**src/rtl/decode_pkg.sv**
```systemverilog
// decode_pkg: mode encodings and the shared select-to-word decode function.
package decode_pkg;
  localparam logic [1:0] MODE_ONEHOT = 2'd0;
  localparam logic [1:0] MODE_THERMO = 2'd1;
  localparam logic [1:0] MODE_SCAN   = 2'd2;
  localparam logic [1:0] MODE_BLANK  = 2'd3;
  localparam int MAX_W = 64;
  // Returns {oor, d}; bits of d at or above out_w are always 0.
  function automatic logic [MAX_W:0] decode_word(input logic [5:0] sw, input logic [1:0] mode,
                                                 input logic [5:0] ptr, input int unsigned out_w);
    logic [MAX_W-1:0] d;
    logic oor;
    d = '0;
    oor = (mode == MODE_ONEHOT || mode == MODE_THERMO) && 32'(sw) >= out_w;
    for (int unsigned i = 0; i < MAX_W; i++)
      if (i < out_w)
        d[i] = mode == MODE_ONEHOT ? 6'(i) == sw :
               mode == MODE_THERMO ? 6'(i) <= sw :
               mode == MODE_SCAN   ? 6'(i) == ptr : 1'b0;
    return {oor, d};
  endfunction
endpackage

```
**src/rtl/decode_pipe_skid_buf.sv**
```systemverilog
// skid_buf: two-entry valid/ready register slice (output register plus one skid register).
module skid_buf #(
  parameter int W = 8,
  parameter logic [W-1:0] INIT = '0
) (
  input  logic         clk,
  input  logic         rst,
  input  logic         en,
  input  logic         in_valid,
  output logic         in_ready,
  input  logic [W-1:0] in_data,
  output logic         out_valid,
  input  logic         out_ready,
  output logic [W-1:0] out_data
);
  logic skid_valid;
  logic [W-1:0] skid_data;
  logic accept;
  logic load;
  assign in_ready = en & ~skid_valid;
  assign accept = in_valid & in_ready;
  assign load = ~out_valid | out_ready;
  always_ff @(posedge clk) begin
    if (rst) begin
      out_valid <= 1'b0;
      out_data <= INIT;
      skid_valid <= 1'b0;
      skid_data <= INIT;
    end else if (load) begin
      out_valid <= skid_valid | accept;
      out_data <= skid_valid ? skid_data : accept ? in_data : out_data;
      skid_valid <= 1'b0;
    end else if (accept) begin
      skid_valid <= 1'b1;
      skid_data <= in_data;
    end
  end
endmodule

```
**src/rtl/decode_pipe.sv**
```systemverilog
// decode_pipe: registered binary decoder (onehot/thermo/scan/blank) with skid-buffered flow control.
module decode_pipe
  import decode_pkg::*;
#(
  parameter int IN_W = 3,
  parameter int OUT_W = 8,
  parameter int ACTIVE_LOW = 0,
  parameter int CNT_W = 8
) (
  input  logic             clk,
  input  logic             RST,
  input  logic             en,
  input  logic             in_valid,
  output logic             in_ready,
  input  logic [IN_W-1:0]  sw,
  input  logic [1:0]       mode,
  output logic             out_valid,
  input  logic             out_ready,
  output logic [OUT_W-1:0] code,
  output logic             oor,
  output logic [CNT_W-1:0] err_cnt
);
  localparam int PW = $clog2(OUT_W);
  localparam logic INV = ACTIVE_LOW != 0;
  logic [PW-1:0] ptr;
  logic [MAX_W:0] word;
  logic [OUT_W-1:0] d;
  logic [OUT_W:0] held;
  logic accept;
  logic unused_bits;
  assign word = decode_word(6'(sw), mode, 6'(ptr), OUT_W);
  assign d = word[OUT_W-1:0];
  assign unused_bits = ^word;
  assign accept = in_valid & in_ready;
  assign {oor, code} = held;
  skid_buf #(
    .W(OUT_W + 1),
    .INIT({1'b0, {OUT_W{INV}}})
  ) u_skid (
    .clk(clk),
    .rst(RST),
    .en(en),
    .in_valid(in_valid),
    .in_ready(in_ready),
    .in_data({word[MAX_W], INV ? ~d : d}),
    .out_valid(out_valid),
    .out_ready(out_ready),
    .out_data(held)
  );
  always_ff @(posedge clk) begin
    if (RST) begin
      ptr <= '0;
      err_cnt <= '0;
    end else if (accept) begin
      if (mode == MODE_SCAN) ptr <= ptr == PW'(OUT_W - 1) ? '0 : ptr + 1'b1;
      if (word[MAX_W] && !(&err_cnt)) err_cnt <= err_cnt + 1'b1;
    end
  end
endmodule

```
**config.mk**
```make
export PLATFORM = sky130hd
export DESIGN_NAME = decode_pipe
export DESIGN_NICKNAME = d
export VERILOG_FILES = /design/src/rtl/decode_pkg.sv /design/src/rtl/decode_pipe_skid_buf.sv /design/src/rtl/decode_pipe.sv
export SDC_FILE = /design/constraint.sdc
export NUM_CORES = 1
export LEC_CHECK = 0
export CAP_MARGIN = 20
export CORE_ASPECT_RATIO = 2
export CORE_MARGIN = 5
export CORE_UTILIZATION = 55
export CTS_CLUSTER_DIAMETER = 30
export DETAILED_ROUTE_END_ITERATION = 10
export PLACE_DENSITY = 0.84
export SYNTH_ARGS = -nofsm -noshare
export SYNTH_HDL_FRONTEND = slang
export SYNTH_HIERARCHICAL = 1
export SYNTH_SLANG_ARGS = --single-unit
```
**constraint.sdc**
```tcl
create_clock -name clk -period 4.1 [get_ports clk]
set_input_delay 0.82 -clock clk [delete_from_list [all_inputs] [get_ports clk]]
set_output_delay 0.82 -clock clk [all_outputs]
set_load 0.01 [all_outputs]
```
---- Word level (Yosys, flattened, before mapping) ----
Cells that the tools add are included.
word-level totals
  flip-flop bits (word level) ............. 22
  output and inout port bits .............. 19
  logic and storage cells ................. 72
cells by class
  add/subtract/negate cells ............... 1
  order comparisons ....................... 7
  equality and inequality tests ........... 17
  multiplexer cells ....................... 27
  bitwise logic cells ..................... 7
  reduce and logical (&&, ||, !) cells .... 8
operators with widths
  cell                                                                  number
  3-bit == test, first input constant                                   8
  1-bit two-way mux                                                     24
  9-bit two-way mux                                                     2
  2-bit by 3-bit == test with 1-bit output, first input constant        4
  3-bit <= comparator, first input constant                             4
  1-bit by 3-bit == test with 1-bit output, first input constant        2
  2-bit by 3-bit <= comparator with 1-bit output, first input constant  2
  3-bit zero test                                                       2
  2-bit AND reduction                                                   3
  3-bit by 1-bit adder with 3-bit output, second input constant         1
  3-bit == test, second input constant                                  1
  1-bit by 3-bit <= comparator with 1-bit output, first input constant  1
  3-bit two-way mux                                                     1
  1-bit inverter                                                        3
  1-bit AND                                                             2
  2-bit by 1-bit == test with 1-bit output, second input constant       1
  2-bit == test, second input constant                                  1
  2-bit zero test                                                       1
  1-bit bitwise OR                                                      2
  2-bit nonzero test                                                    1
  2-bit OR reduction                                                    1

---- Depth between registers and ports, before layout ----
  depth after elaboration ................. 6
  depth in mapped cells ................... 6
  depth with buffers taken out ............ 6

---- Cells and area by module ----
Netlist, hierarchy kept.
modules (own cells, without submodules)
  module       instances  cells an instance  area an instance (sq um)
  skid_buf     1          91                 952.2
  decode_pipe  1          56                 505.5

---- Worst setup path after synthesis ----
OpenSTA, ideal clock, no wires.
  path type ............................... input to output
  start point ............................. input port en
  end point ............................... output port in_ready
  arrival time ............................ 1.049 ns
  setup slack ............................. 2.231 ns
  stages on the path ...................... 1
  cell sequence ........................... nor2b_1
on the way
  longest elaborated chain between the ends .. 1
RTL lines
  element             RTL line                    text
  start: declaration  decode_pipe.sv:12           input logic en,
  1-bit AND           decode_pipe_skid_buf.sv:20  assign in_ready = en & ~skid_valid;
  end: declaration    decode_pipe.sv:14           output logic in_ready,
No other way between the ends.

---- Worst setup path after layout ----
Same ends and word-level chain as after synthesis.

==> parameters.txt <==
Parameter                              Value

Synthesis
  Count of flip-flops with a built-in enable after synthesis ... 0
  Mean post-synth cell area ... slightly below 10 um2
  Gate Count Post-Synth ... ~150
  Cell with the most instances after synthesis ... dfxtp_1
  Top cell types by occurrence after synthesis ... dfxtp_1 (23), nand2b_1 (21), mux2i_1 (19), a21oi_1 (11)
  Total of warnings raised by yosys ... 6
  Top flip-flop cell by instance count after synthesis ... dfxtp_1
  Synth area leaders ... dfxtp_1 (32%), mux2i_1 (13%), nand2b_1 (9.0%)
  Proportion of netlist area held by the largest area contributor ... between 30% and 40%
  Async set-reset flop share out of synthesis ... 0%
  Post-synthesis instance area ... between 0.001 and 0.0015 mm2
  Distinct cell type count of the synthesized netlist ... 36
  Number of synthesized register bits ... 23
  Share of the yosys chip area belonging to registers ... 31.6%
  Dominant cell type by area after synthesis ... dfxtp_1

Detailed routing
  Total number of vias ... around 1100
  DR iter-0 viols ... 27
  DRT Wirelength ... ~3100 um
  Detailed-routing iteration count for the pre-antenna-repair pass ... 4
  # DRC ... 0
  Post-route antenna net violation count ... 0
  Wire length per cell ... between 15 and 20 um
  Routed vias/inst ... roughly 5.7

Timing
  Final critical-path setup slack ... about 1200 ps
  Setup repair after global routing missed its margin ... no
  Final-layout setup total negative slack ... 0 ps
  Final setup violation count ... 0
  Share of the cycle needed by the critical path after routing ... 70.8%
  Transition at the pin with the smallest max-transition slack ... between 600 and 700 ps
  Peak Freq ... about 340 MHz
  Final Hold Slack ... 483 ps
  Fin. max-slew vios ... 0
  Remaining max-slew budget at the tightest pin ... a little under three fifths
  Final count of hold timing violations ... 0
  Time the worst path needs with I/O delays and setup ... 2900 ps
  Final setup skew ... approximately 4.9 ps

Place
  HPWL reported at the end of detailed placement ... between 2000 and 2500 um
  Port-buffer cells ... 20
  Placer's final routability congestion estimate ... around 0.93
  Pre-CTS WS ... 1200 ps

Clocking
  Hold-fix buffers, CTS ... 0
  Cell at the root of the clock tree ... clkbuf_8
  CTS H-tree lvls ... 1
  Number of buffers on the longest clock path ... 2
  Clock transition at the registers of the reported paths ... 80 ps
  Clock Sinks ... 23
  Post-CTS setup buffers ... 0
  Number of clock buffers inserted by TritonCTS ... 3
  Latest clock arrival within the worst-skew pair ... between 200 and 300 ps
  Resized Gates After CTS ... 0
  TritonCTS clock tree ... done

Pwr
  Max VDD drop ... 0.289 mV
  Switching fraction of total power ... around 25%
  Power consumption ... approximately 0.46 mW
  Cell Pwr Density ... between 200 and 300 mW/mm2
  Total internal power ... between 0.3 and 0.4 mW
  Net switching power of the design ... between 0.1 and 0.15 mW
  Proportion of power drawn by combinational gates ... between 10% and 20%
  Clk pwr share ... between 20 and 30%
  Total leakage power ... around 0.6 nW
  Register share of total power ... approximately half

Global routing
  Final global-route overflow total ... 0
  Initial antenna violation count ... 0
  Wire length of the first global-routing pass ... 5260 um
  Vias in the first global route ... between 1000 and 1500
  Overall routing resource usage ... around 18%
  Pin count of the biggest net entering global routing ... 36

Setup path
  Cell with the most instances on the worst path ... clkdlybuf4s50_1
  Required time at the worst-slack endpoint ... between 3000 and 4000 ps
  Cell chain of the critical path ... clkdlybuf4s50_1 > nor2b_1 > clkdlybuf4s50_1
  Largest fanout of any net on the critical path ... 4
  Kind of critical path ... in2out
  CP Launch Type ... input pin
  Endpoint kind of the worst setup timing path ... output port
  Arr. time, crit path ... 2080 ps
  Worst path slowest cell ... clkdlybuf4s50_1
  Delay of the slowest cell on the worst path ... around 570 ps
  Number of buffer and inverter stages on the critical path ... 2
  Family with the most delay on the worst path ... buffers and inverters

Job
  Max-cap violations ... 0

Floorplan
  Die X ... roughly 46 um
  Row cnt ... 26
  Floorplan die area ... just under 0.004 mm2
  Area inside the core boundary ... between 0.002 and 0.003 mm2
  Die height ... between 80 and 90 um
  Initial standard-cell utilization of the core ... between 50% and 60%
  Number of ports placed on the die boundary ... 29

Final layout
  Total area of multi-input combinational cells ... approximately 900 um2
  Area growth from synthesis to final layout ... 14.2%
  Share of cells above drive strength 1 ... 13.4%
  Antenna Diode Count ... 0
  Number of fill cells ... 226
  Reg area ... 460 um2
  Layout Nets ... approximately 180

Status
  Result of the run ... finished, final reports clean

Min path
  HP Class ... reg2reg
==> final cells by class <==
class | count | share of cell area (%)
tap | 28 | 2.10
timing repair buffer | 22 | 12.9
sequential | 23 | 27.6
inverter | 4 | 0.902
multi-input combinational | 111 | 53.7
clock buffer | 4 | 2.70
==> worst min-delay path, delay by kind of cell, from the launching register on <==
family        cells  cell delay (ps)
mux               1               60
simple gates      1               60
flops             1              320
==> cell families after synthesis <==
| group | count (synthesis) | synth area share (%) |
|---|---|---|
| adder cells (fa/ha/maj) | 6 | 5.15 |
| AO/OA/AOI/OAI | 31 | 18.3 |
| multiplexers | 22 | 15.9 |
| flip-flops | 23 | 31.6 |
| buffers and inverters | 22 | 9.35 |
| AND/OR/NAND/NOR | 42 | 19.5 |
| other | 1 | 0.257 |
==> metal layers <==
metal  track usage (%)  part of all wire (%)  vias to the layer above  routed length [um]
met5                 0                     0                        -                   0
met4              5.70                   1.8                        0                  55
met3              1.95                   2.3                        6                  72
met2              30.8                    57                       17                1750
met1              20.6                    39                      530                1200
li1                  -                     -                      539                   -
==> state kept, by name (all words and copies together), names as in the netlist <==
| register | flops |
|---|---|
| u_skid/out_data | 9 |
| u_skid/skid_data | 9 |
| ptr | 3 |
| u_skid/out_valid | 1 |
| u_skid/skid_valid | 1 |
==> power groups by stage <==
stage          sequential (mW)  combinational, mW  clock, mW
6_report                 0.236             0.0905      0.135
3_5_place_dp             0.241             0.0902          0
3_3_place_gp             0.240             0.0866          0
5_1_grt                  0.237             0.0987      0.150
4_1_cts                  0.236             0.0906      0.140
2_1_floorplan            0.243             0.0609          0
==> final timing paths <==
| kind | startpoint | endpoint | slack [ps] | depth (start not counted) |
|---|---|---|---|---|
| hold / removal | u_skid/skid_data[2]$_SDFFE_PP0P_ | u_skid/skid_data[2]$_SDFFE_PP0P_ | 480 | 2 |
| setup / recovery | en | in_ready | 1200 | 3 |
| hold reg to reg | u_skid/skid_data[2]$_SDFFE_PP0P_ | u_skid/skid_data[2]$_SDFFE_PP0P_ | 480 | 2 |
| setup reg to reg | u_skid/skid_valid$_SDFFE_PP0P_ | u_skid/out_data[4]$_SDFFE_PP0P_ | 2470 | 3 |
==> layout by cell type (no fill, tap or decap) <==
cell type / netlist / routed
dfxtp_1: 23 / 23
nand2b_1: 21 / 21
clkdlybuf4s50_1: 0 / 20
mux2i_1: 19 / 19
a21oi_1: 11 / 11
conb_1: 1 / 10
a211oi_2: 9 / 9
ha_1: 6 / 6
nor2b_1: 5 / 5
inv_1: 4 / 4
a32o_1: 4 / 4
nor3_1: 3 / 3
clkbuf_8: 0 / 3
o21bai_1: 2 / 2
a211o_1: 2 / 2
mux2_4: 2 / 2
buf_4: 9 / 2
nor3b_1: 1 / 1
or2_1: 1 / 1
nor4b_1: 1 / 1
a221o_1: 1 / 1
and2b_4: 1 / 1
nor4bb_1: 1 / 1
and3b_1: 1 / 1
mux2_2: 1 / 1
and4b_1: 1 / 1
a31o_2: 1 / 1
nor4_1: 1 / 1
or3b_2: 1 / 1
and4b_4: 1 / 1
nor2_1: 1 / 1
clkbuf_1: 3 / 1
nand2_1: 1 / 1
a21o_1: 1 / 1
and2_4: 1 / 1
==> stage by stage <==
stage / util, % / std cells / area (um2)
after detailed placement: 63.0 / 188 / 1620
after CTS: 64.8 / 192 / 1670
final: 64.8 / 192 / 1670
after global routing: 64.8 / 192 / 1670
after global placement: 63.0 / 188 / 1620
after floorplan: - / 156 / 1490
(Power assumes the default switching activity.)
